==> config.mk <==
export PLATFORM = sky130hd
export DESIGN_NAME = mmio_io_ctrl
export DESIGN_NICKNAME = d
export VERILOG_FILES = /design/src/rtl/mmio_io_ctrl.sv
export SDC_FILE = /design/constraint.sdc
export NUM_CORES = 1
export LEC_CHECK = 0
export CORE_ASPECT_RATIO = 0.8
export CORE_MARGIN = 1.5
export CORE_UTILIZATION = 40
export DETAILED_ROUTE_END_ITERATION = 10
export PLACE_DENSITY_LB_ADDON = 0.2
export SYNTH_ARGS = -nofsm -noshare
export SYNTH_HDL_FRONTEND = slang
export SYNTH_SLANG_ARGS = --single-unit
==> constraint.sdc <==
create_clock -name clk -period 7 [get_ports clk]
set_input_delay 1.4 -clock clk [delete_from_list [all_inputs] [get_ports clk]]
set_output_delay 1.4 -clock clk [all_outputs]
set_load 0.02 [all_outputs]
==> src/rtl/mmio_io_ctrl.sv <==
`default_nettype none
// ============================================================================
//  Module      : mmio_io_ctrl
//  Description : Memory-mapped I/O block for the Riscv151 data port: UART
//                TX/RX registers plus cycle and retired-instruction counters,
//                with dmem-compatible 1-cycle registered read data.
//  Revision    : 1.0 - initial release
// ============================================================================
module mmio_io_ctrl #(
    parameter logic [31:0] BASE_ADDR  = 32'h8000_0000,
    parameter int          DATA_WIDTH = 32
) (
    input  logic                  clk,
    input  logic                  rst,
    input  logic [31:0]           addr,
    input  logic [DATA_WIDTH-1:0] wdata,
    input  logic                  we,
    input  logic                  re,
    input  logic                  inst_retired,
    output logic [DATA_WIDTH-1:0] rdata,
    output logic                  io_hit,
    output logic [7:0]            uart_tx_data,
    output logic                  uart_tx_valid,
    input  logic                  uart_tx_ready,
    input  logic [7:0]            uart_rx_data,
    input  logic                  uart_rx_valid,
    output logic                  uart_rx_ready
);

    localparam logic [31:0] c_addr_status  = BASE_ADDR + 32'h0000_0000;
    localparam logic [31:0] c_addr_rx_data = BASE_ADDR + 32'h0000_0004;
    localparam logic [31:0] c_addr_tx_data = BASE_ADDR + 32'h0000_0008;
    localparam logic [31:0] c_addr_cyc_cnt = BASE_ADDR + 32'h0000_0010;
    localparam logic [31:0] c_addr_ins_cnt = BASE_ADDR + 32'h0000_0014;
    localparam logic [31:0] c_addr_cnt_rst = BASE_ADDR + 32'h0000_0018;
    localparam logic [DATA_WIDTH-1:0] c_one = DATA_WIDTH'(1);

    typedef enum logic [0:0] {
        S_EMPTY = 1'b0,
        S_FULL  = 1'b1
    } tx_state_t;

    tx_state_t             r_tx_state;
    tx_state_t             w_tx_state_nxt;
    logic [7:0]            r_tx_data;
    logic [DATA_WIDTH-1:0] r_rdata;
    logic                  r_io_hit;
    logic [DATA_WIDTH-1:0] r_cycle_cnt;
    logic [DATA_WIDTH-1:0] r_inst_cnt;

    logic                  w_hit_status;
    logic                  w_hit_rx;
    logic                  w_hit_tx;
    logic                  w_hit_cyc;
    logic                  w_hit_ins;
    logic                  w_hit_cnt_rst;
    logic                  w_win_hit;
    logic                  w_tx_valid;
    logic                  w_tx_free;
    logic                  w_tx_accept;
    logic                  w_tx_done;
    logic                  w_cnt_clear;
    logic [DATA_WIDTH-1:0] w_rd_data;
    wire  [DATA_WIDTH-1:0] w_cycle_inc;
    wire  [DATA_WIDTH-1:0] w_inst_inc;
    wire                   w_unused_wdata;

    // Full 32-bit compare: any misaligned address simply fails to match.
    assign w_hit_status  = (addr == c_addr_status);
    assign w_hit_rx      = (addr == c_addr_rx_data);
    assign w_hit_tx      = (addr == c_addr_tx_data);
    assign w_hit_cyc     = (addr == c_addr_cyc_cnt);
    assign w_hit_ins     = (addr == c_addr_ins_cnt);
    assign w_hit_cnt_rst = (addr == c_addr_cnt_rst);
    assign w_win_hit     = w_hit_status | w_hit_rx | w_hit_tx |
                           w_hit_cyc | w_hit_ins | w_hit_cnt_rst;

    assign w_tx_valid  = (r_tx_state == S_FULL);
    assign w_tx_done   = w_tx_valid & uart_tx_ready;
    assign w_tx_free   = ~w_tx_valid | uart_tx_ready;
    assign w_tx_accept = we & w_hit_tx & w_tx_free;
    assign w_cnt_clear = we & w_hit_cnt_rst;

    assign uart_rx_ready = re & w_hit_rx & uart_rx_valid & ~rst;

    assign w_cycle_inc    = r_cycle_cnt + c_one;
    assign w_inst_inc     = r_inst_cnt + {{(DATA_WIDTH-1){1'b0}}, inst_retired};
    assign w_unused_wdata = ^wdata[DATA_WIDTH-1:8];

    // TX buffer: a write landing on a completing handshake keeps it FULL.
    always_comb begin
        w_tx_state_nxt = r_tx_state;
        case (r_tx_state)
            S_EMPTY: begin
                if (w_tx_accept) begin
                    w_tx_state_nxt = S_FULL;
                end
            end
            S_FULL: begin
                if (w_tx_accept) begin
                    w_tx_state_nxt = S_FULL;
                end else if (w_tx_done) begin
                    w_tx_state_nxt = S_EMPTY;
                end
            end
            default: w_tx_state_nxt = S_EMPTY;
        endcase
    end

    always_ff @(posedge clk) begin
        if (rst) begin
            r_tx_state <= S_EMPTY;
        end else begin
            r_tx_state <= w_tx_state_nxt;
        end
    end

    always_ff @(posedge clk) begin
        if (rst) begin
            r_tx_data <= 8'h00;
        end else if (w_tx_accept) begin
            r_tx_data <= wdata[7:0];
        end
    end

    always_comb begin
        w_rd_data = '0;
        if (w_hit_status) begin
            w_rd_data = {{(DATA_WIDTH-2){1'b0}}, uart_rx_valid, w_tx_free};
        end else if (w_hit_rx) begin
            w_rd_data = {{(DATA_WIDTH-8){1'b0}}, uart_rx_data};
        end else if (w_hit_cyc) begin
            w_rd_data = r_cycle_cnt;
        end else if (w_hit_ins) begin
            w_rd_data = r_inst_cnt;
        end
    end

    // Read data holds between loads so the WB stage sees it like dmem_dout.
    always_ff @(posedge clk) begin
        if (rst) begin
            r_rdata  <= '0;
            r_io_hit <= 1'b0;
        end else begin
            r_io_hit <= re & w_win_hit;
            if (re) begin
                r_rdata <= w_rd_data;
            end
        end
    end

    // A counter-clear write wins over that cycle's increment.
    always_ff @(posedge clk) begin
        if (rst || w_cnt_clear) begin
            r_cycle_cnt <= '0;
            r_inst_cnt  <= '0;
        end else begin
            r_cycle_cnt <= w_cycle_inc;
            r_inst_cnt  <= w_inst_inc;
        end
    end

    assign rdata         = r_rdata;
    assign io_hit        = r_io_hit;
    assign uart_tx_data  = r_tx_data;
    assign uart_tx_valid = w_tx_valid;

endmodule
`default_nettype wire

==> results of run 1 <==
-- Yosys cell counts (2+ instances only) --
| library cell | instances | area [um2] |
|---|---|---|
| nand4_1 | 21 | 131 |
| nor2b_1 | 6 | 37.5 |
| clkbuf_1 | 28 | 105 |
| o21bai_1 | 7 | 52.6 |
| nor4b_1 | 3 | 26.3 |
| xor2_1 | 29 | 254 |
| o21ai_0 | 22 | 110 |
| mux2i_1 | 31 | 310 |
| mux2_2 | 8 | 90.1 |
| nor4_1 | 14 | 87.6 |
| inv_1 | 8 | 30.0 |
| nand3b_1 | 2 | 15.0 |
| and2_1 | 5 | 31.3 |
| dfxtp_1 | 106 | 2120 |
| nor3_1 | 15 | 75.1 |
| and3_1 | 8 | 50.1 |
| o21ai_1 | 4 | 20.0 |
| and4_1 | 13 | 114 |
| ha_1 | 3 | 37.5 |
| a31oi_1 | 10 | 62.6 |
| nand2_1 | 57 | 214 |
| nor2_1 | 84 | 315 |
| xnor2_1 | 31 | 272 |
| nand3_1 | 24 | 120 |
-- power by group through the flow --
| stage | combinational [mW] | sequential, mW | clock [mW] |
|---|---|---|---|
| 3_5_place_dp | 0.0780 | 0.625 | 0 |
| 3_3_place_gp | 0.0768 | 0.625 | 0 |
| 4_1_cts | 0.0782 | 0.611 | 0.490 |
| 6_report | 0.0779 | 0.612 | 0.477 |
| 5_1_grt | 0.0846 | 0.612 | 0.518 |
| 2_1_floorplan | 0.0319 | 0.627 | 0 |
-- layer usage --
metal	GRT usage, %	wire length, um
met4	5.94	102
met2	27.0	4840
met3	4.14	492
met5	0	0
met1	26.7	6070
-- area by class of cell --
class / count / share of cell area [%]
clock inverter: 2 / 0.204
timing repair buffer: 99 / 16.0
inverter: 8 / 0.490
tap: 148 / 3.02
multi-input combinational: 406 / 41.3
sequential: 106 / 34.7
clock buffer: 12 / 4.35
-- flip-flops by register name, summed over array words and instances, names as in the netlist --
| name | flops |
|---|---|
| io_hit | 1 |
| r_cycle_cnt | 32 |
| r_inst_cnt | 32 |
| rdata | 32 |
| uart_tx_data | 8 |
| uart_tx_valid | 1 |
-- worst min-delay path by stage --
stage | startpoint | endpoint | cells after the start
after CTS | rdata[29] | rdata[29] | 2
after detailed placement | rdata[29] | rdata[29] | 2
after global placement | rdata[26] | rdata[26] | 2
after floorplan | r_cycle_cnt[0] | r_cycle_cnt[0] | 1
after global routing | rdata[28] | rdata[28] | 2
final | rdata[29] | rdata[29] | 2
-- worst max-delay path: stages --
cell and delay (ns):
clkdlybuf4s50_1 0.43, nor4b_1 0.34, nand3_1 0.19, nor3_1 0.44, nand3b_1 0.19, nor2_1 0.13, clkdlybuf4s50_1 0.63
-- through the flow --
stage | setup WS [ns] | power [mW] | area (um2) | hold slack (ns) | instances
3_3_place_gp | 1.87 | 0.702 | 5840 | 0.437 | 767
5_1_grt | 1.59 | 1.21 | 6120 | 0.477 | 781
4_1_cts | 1.87 | 1.18 | 6120 | 0.452 | 781
3_5_place_dp | 1.88 | 0.703 | 5840 | 0.443 | 767
2_1_floorplan | 2.84 | 0.659 | 4790 | 0.423 | 550
6_report | 1.86 | 1.17 | 6120 | 0.451 | 781
-- placed cells by master, fill, tap and decap left out, drive strengths merged, types with 5 or more instances in the layout --
cell | netlist | final
nor2 | 84 | 84
nor2b | 6 | 6
nand4 | 21 | 21
dfxtp | 106 | 106
o21bai | 7 | 7
nor3 | 15 | 15
mux2 | 8 | 8
clkbuf | 29 | 12
xnor2 | 31 | 31
clkdlybuf4s50 | 0 | 96
nor4 | 16 | 16
mux2i | 31 | 31
and2 | 5 | 5
a31oi | 10 | 10
and4 | 13 | 13
and3 | 8 | 8
inv | 8 | 8
nand3 | 24 | 24
xor2 | 29 | 29
o21ai | 26 | 26
nand2 | 57 | 57
-- cell families (layout without fill, tap and decap cells) --
group	count (synthesis)	after routing	share of synthesized area [%]
simple gates	259	259	27.1
flops	106	106	44.3
xor+xnor	60	60	11.0
compound gates	45	45	5.48
mux	39	39	8.36
buf+inv	38	121	3.00
fa+ha+maj	3	3	0.783
==> metrics, run 1 <==
Hold WC Path Type flop to flop; I/O Buffers 97; Starting DRT DRC Count approximately 250; Final Cycle Share 73.4%; WL final about 12 mm; Tmin final about 5.1 ns; P_leak ~2.1 nW; DRC errors left 0; status finished, final reports clean; Core Area 11600 um2; CTS Buf Count 9; Final Slew Violations 0; critical path endpoint category primary output; Final GP Congestion approximately 0.78; worst-path fanout max 5; first-pass GRT wire length ~19 mm; die width 125 um; post-cts repair resize count 0; Max-cap violations 0; Mapped Cells 550; # hold bufs at CTS 0; Combinational Power Share between 6 and 7%; Setup Fix Bufs, Post-CTS 0; Starting Density between 40% and 50%; Vias a little over 4000; fmax 195 MHz; root buffer cell clkbuf_16; DPL Wire Length roughly 8.4 mm; RSZ-0062 raised after global routing false; Via density just over 5; diodes inserted 0; R2R depth 5; CP required ~5.6 ns; largest net degree at the start of global routing 65; area delta synth->final 27.8%; number of nets produced by synthesis roughly 630; reg-to-reg setup timing slack between 4 and 5 ns; CP startpoint addr[28]; clock power share between 40% and 50%; PD cells roughly 190 nW/um2; CTS tree done; prevailing post-synth register cell dfxtp_1; nets 712; Final Skew 0.00550 ns; critical path class input port to primary output; Synth Cell Area roughly 4800 um2; Sequential Power Share 52.4%; GRT Resource Usage Total a little under a fifth; switch share roughly a fifth; Worst-Margin Slew between 1 and 1.5 ns; Post-synth EDFFs 0; layout cells sized above 1 under 10%; VDD IR max between 0.1 and 0.15 mV; Worst setup SP type input port; H-Tree Depth 3; async set or reset register ratio after synthesis 0%; CTS sink cnt between 100 and 150; reg2reg start r_inst_cnt[11]; IO Count 122; Max-Slew Margin vs Limit 28.2%; fill count around 1100; Clk Latency, worst-skew pair between 0.3 and 0.4 ns; synth unique cells 35; Syn Area/Cell around 8.7 um2; sequential cell area roughly 2100 um2; die height 101 um; FF-to-FF End r_inst_cnt[31]; post-layout util a little over half; Yosys warnings 0; DRT Pass-1 Iters 4; row cnt 35; TNS Setup 0 ns; Critical Path End uart_rx_ready; area of the multi-input gates 2530 um2; drt wl/cell between 10 and 15 um; CTS max path bufs 2; post-synthesis register bit count ~110; die footprint between 10000 and 15000 um2; Worst Path Arrival 3.74 ns; Net Sw Power approximately 250 uW; final count of negative-setup-slack endpoints 0; clock-pin slew on the worst setup and hold paths about 0.06 ns; Hold Vio Cnt, Final 0; P_int 917 uW; grt ovf 0; register area share after synthesis between 40 and 50%; number of global-route vias before repair 3682; initial antenna violation count 0; Antenna Nets Post-Route 0
No activity file was read; power rests on OpenSTA's default activity.
==> run 2, diff against run 1 <==
clock period = 4.4 ns   (was 7 ns; I/O delays follow)
==> run 2 against run 1 <==
Clock power up 63%. Count of clock-buffer cells in the layout down 2. Combinational power up 62%. Largest power group unchanged. Critical path type unchanged. Critical endpoint unchanged.
==> metrics, run 2 (synthesized netlist as in run 1, its figures left out) <==
critical path endpoint category primary output; first-pass GRT wire length around 19 mm; GRT Resource Usage Total between 15 and 20%; Via density 5.14; Final Cycle Share between 80% and 90%; Starting Density about two fifths; RSZ-0062 raised after global routing false; clock power share slightly above 40%; critical path's slowest cell clkdlybuf4s50_1; die width 125 um; Sequential Power Share a little over 50%; area of the multi-input gates 2530 um2; final instance area roughly 6200 um2; Tot Pwr 1.88 mW; Antenna Nets Post-Route 0; final worst slack approximately 0.59 ns; I/O Buffers between 90 and 100; PD cells 305 nW/um2; WL final roughly 11 mm; drt wl/cell roughly 15 um; Tmin final ~3.8 ns; grt ovf 0; Hold WC Path Type flop to flop; nets around 720; TNS Setup 0 ns; number of global-route vias before repair approximately 3600; post-layout util between 50% and 60%; commonest non-fill, non-tap cell in the layout dfxtp_1; Critical Path Max Stage Delay ~0.62 ns; met3 WL roughly 550 um; Final Skew 0.00607 ns; DRC errors left 0; CP required ~3.5 ns; Vias between 4000 and 5000; Final Slew Violations 0; Worst setup SP type input port; fill count ~1100; area delta synth->final 28.6%; most frequent CP cell clkdlybuf4s50_1; P_int 1.48 mW; diodes inserted 0; DR top layer met4; switch share between 20% and 30%; CTS max path bufs 2; Core Area roughly 12000 um2; DPL Wire Length roughly 8.4 mm; CTS sink cnt between 100 and 150; Setup Fix Bufs, Post-CTS 0; worst hold slack about 0.45 ns; root buffer cell clkbuf_16; status finished, final reports clean; DRT Pass-1 Iters 4; cell chain of the critical path clkdlybuf4s50_1 > nor4_1 > nand2_1 > nor3_1 > nand3b_1 > nor2_1 > clkdlybuf4s50_1; Net Sw Power ~400 uW; H-Tree Depth 3; final count of negative-setup-slack endpoints 0; Combinational Power Share ~6.7%; IO Count 122; largest net degree at the start of global routing between 60 and 70; Starting DRT DRC Count between 200 and 250; critical path class input port to primary output; post-cts repair resize count 0; Clk Latency, worst-skew pair roughly 0.34 ns; # hold bufs at CTS 0; Worst Path Arrival approximately 2.9 ns; routed wl met2 between 4 and 5 mm; Worst-Margin Slew 0.962 ns; clock-pin slew on the worst setup and hold paths roughly 0.060 ns; CTS Buf Count 9; Post-Place Cells about 770; sequential cell area 2120 um2; fin cells roughly 790; die height 101 um; fmax approximately 260 MHz; Hold Vio Cnt, Final 0; P_leak ~2.1 nW; die footprint between 10000 and 15000 um2; layout cells sized above 1 5.49%; row cnt 35; wl on met1 between 5 and 6 mm; Max-cap violations 0; worst-path fanout max 5; VDD IR max around 0.19 mV; initial antenna violation count 0; most frequent cells in the layout 106 x dfxtp_1, 96 x clkdlybuf4s50_1, 84 x nor2_1; pre-CTS setup slack just under 0.6 ns; Max-Slew Margin vs Limit about a third; DP Area between 5000 and 6000 um2; CTS tree done; Final GP Congestion 0.772
==> run 2: changes by cell type in the layout (fill, tap and decap cells not counted), sizes merged <==
cell,before,now
clkbuf,12,10
bufinv,0,1
buf,3,8
==> run 2: power groups by stage <==
stage	clock network, mW	registers [mW]	logic (mW)
floorplan	0	0.998	0.0508
global placement	0	0.994	0.124
detailed placement	0	0.995	0.125
CTS	0.798	0.973	0.126
global route	0.844	0.973	0.137
finish	0.779	0.973	0.126
==> run 2: path summary, 6_finish.rpt <==
kind                       start              to  slack [ns]  cells past startpoint
setup / recovery        addr[24]   uart_rx_ready        0.59                      7
hold / removal         rdata[23]       rdata[23]        0.45                      2
setup reg to reg  r_inst_cnt[11]  r_inst_cnt[31]        2.33                      5
hold reg to reg        rdata[23]       rdata[23]        0.45                      2
==> run 2: final cells by class <==
class                      instances  area share (%)
clock buffer                      10            3.88
timing repair buffer             104            16.5
sequential                       106            34.4
clock inverter                     3           0.690
tap                              148            3.00
inverter                           8           0.487
multi-input combinational        406            41.0
==> run 2: worst max-delay path, delay by kind of cell <==
kind / cells / cell delay (ns)
AND/OR/NAND/NOR: 5 / 1.04
buffers and inverters: 2 / 1.02
==> run 2: metal layers <==
| metal | vias to the layer above | GRT usage (%) |
|---|---|---|
| li1 | 2075 | - |
| met1 | 1869 | 27.5 |
| met2 | 81 | 26.4 |
| met3 | 6 | 5.63 |
| met4 | 0 | 3.93 |
| met5 | - | 0 |
==> run 3, diff against run 2 <==
GPL_TIMING_DRIVEN = 0   (was unset)
==> run 3 against run 2 <==
Clock skew increased by 0.00085 ns. Sequential cell count unchanged. Sequential power about the same. Count of clock-buffer cells in the layout increased by 2. Final area increased by 0.79%. Via count increased by 3.5%. Hold slack got worse by 0.0083 ns. Combinational power about the same. Highest routed layer unchanged.
==> metrics, run 3 (synthesized netlist as in run 1, its figures left out) <==
Worst-Margin Slew approximately 0.98 ns; Via density 5.17; clock-pin slew on the worst setup and hold paths ~0.070 ns; GRT Resource Usage Total between 10% and 20%; Max-cap violations 0; Critical Path Max Stage Delay between 0.6 and 0.7 ns; H-Tree Depth 3; most frequent CP cell clkdlybuf4s50_1; die height 101 um; CTS max path bufs 2; reg2reg start r_inst_cnt[11]; post-layout util between 50% and 60%; CTS tree done; IO Count 122; FF-to-FF End r_inst_cnt[31]; Setup Fix Bufs, Post-CTS 0; DRC errors left 0; VDD IR max ~0.17 mV; diodes inserted 0; first-pass GRT wire length 19.6 mm; Final Skew 0.00691 ns; layout cells sized above 1 roughly 4.4%; drt wl/cell between 10 and 15 um; Hold WC Path Type flop to flop; cell chain of the critical path clkdlybuf4s50_1 > nor4_1 > nand2_1 > nor3_2 > nand3b_1 > nor2_1 > clkdlybuf4s50_1; die width 125 um; RSZ-0062 raised after global routing false; area delta synth->final 29.6%; Crit path max-delay family simple AND/OR/NAND/NOR gates; status finished, final reports clean; grt ovf 0; CP required approximately 3.5 ns; DPL Wire Length around 9 mm; Antenna Nets Post-Route 0; Worst Path Arrival 3.05 ns; pre-CTS setup slack 0.298 ns; fmax approximately 250 MHz; Clk Latency, worst-skew pair between 0.3 and 0.4 ns; number of global-route vias before repair around 4000; P_leak roughly 2.1 nW; commonest non-fill, non-tap cell in the layout dfxtp_1; R2R depth 5; Hold Vio Cnt, Final 0; final count of negative-setup-slack endpoints 0; root buffer cell clkbuf_16; reg-to-reg setup timing slack between 2 and 2.5 ns; critical path endpoint category primary output; WHS Path Cells 2; fill count between 1000 and 1500; final instance area 6210 um2; worst-path fanout max 5; CTS sink cnt approximately 110; nets around 740; Starting DRT DRC Count 210; CTS Buf Count 9; TNS Setup 0 ns; final worst slack between 0.4 and 0.5 ns; row cnt 35; WL final roughly 12 mm; Tmin final slightly below 4 ns; DP Area between 5000 and 6000 um2; PD cells roughly 300 nW/um2; crit path buf inv count 2; initial antenna violation count 0; critical path class input port to primary output; Hold Startpoint rdata[29]; Vias about 4200; Final GP Congestion approximately 0.80; largest net degree at the start of global routing 17; area of the multi-input gates ~2500 um2; WHS Endpoint rdata[29]; Starting Density between 40% and 50%; Final Cycle Share about 89%; DRT Pass-1 Iters 5; Core Area approximately 12000 um2; most frequent cells in the layout 106 x dfxtp_1, 94 x clkdlybuf4s50_1, 84 x nor2_1; Worst setup SP type input port; sequential cell area 2120 um2; I/O Buffers 94; die footprint around 13000 um2; Final Slew Violations 0; Max-Slew Margin vs Limit 34.0%; critical path's slowest cell clkdlybuf4s50_1
## run 3: cell type report
| type | count | share of cell area [%] |
|---|---|---|
| inverters | 8 | 0.483 |
| flip-flops and latches | 106 | 34.2 |
| multi-input cells | 406 | 40.7 |
| clock inverters | 4 | 0.846 |
| well taps | 148 | 2.98 |
| repair buffers | 94 | 15.1 |
| clock buffers | 12 | 3.81 |
| plain buffers | 30 | 1.83 |
## run 3: where the power goes
group	switching (mW)	internal, mW	total [mW]	leakage [nW]
registers	0.00653	0.967	0.973	0.856
logic	0.0579	0.0686	0.126	1.13
clock network	0.347	0.442	0.789	0.129
## run 3: worst max path at each step
| stage | start | to | slack, ns | depth (start not counted) |
|---|---|---|---|---|
| finish | addr[24] | uart_rx_ready | 0.47 | 7 |
| CTS | addr[24] | uart_rx_ready | 0.29 | 7 |
| global route | addr[24] | uart_rx_ready | 0.21 | 7 |
| floorplan | addr[2] | uart_rx_ready | 1.28 | 5 |
| detailed placement | addr[14] | uart_rx_ready | 0.30 | 7 |
| global placement | addr[14] | uart_rx_ready | 0.27 | 7 |
## run 3: worst reg2reg max path: cells and delay by family, from the launching register on
kind,cells,cell delay [ns]
XOR/XNOR,1,0.18
AND/OR/NAND/NOR,4,1.39
flip-flops,1,0.45
## run 3: metal layers
metal | vias to the layer above | global-route usage, % | routed length, um
met5 | - | 0 | 0
met4 | 0 | 3.85 | 100
met3 | 8 | 5.41 | 670
met2 | 99 | 28.9 | 5150
met1 | 1955 | 28.0 | 6070
li1 | 2112 | - | -
## run 3: stage by stage
| step | total power, mW | hold slack, ns | std cells |
|---|---|---|---|
| after CTS | 1.91 | 0.453 | 808 |
| after global placement | 1.12 | 0.437 | 792 |
| after detailed placement | 1.12 | 0.443 | 792 |
| final | 1.89 | 0.447 | 808 |
| after global routing | 1.96 | 0.477 | 808 |
| after floorplan | 1.05 | 0.423 | 550 |
## run 3: timing repair
action	4_1_cts	5_1_grt
hold endpoints to repair	0	0
hold buffers	0	0
gates resized for setup	0	1
endpoints found under the setup margin	0	1
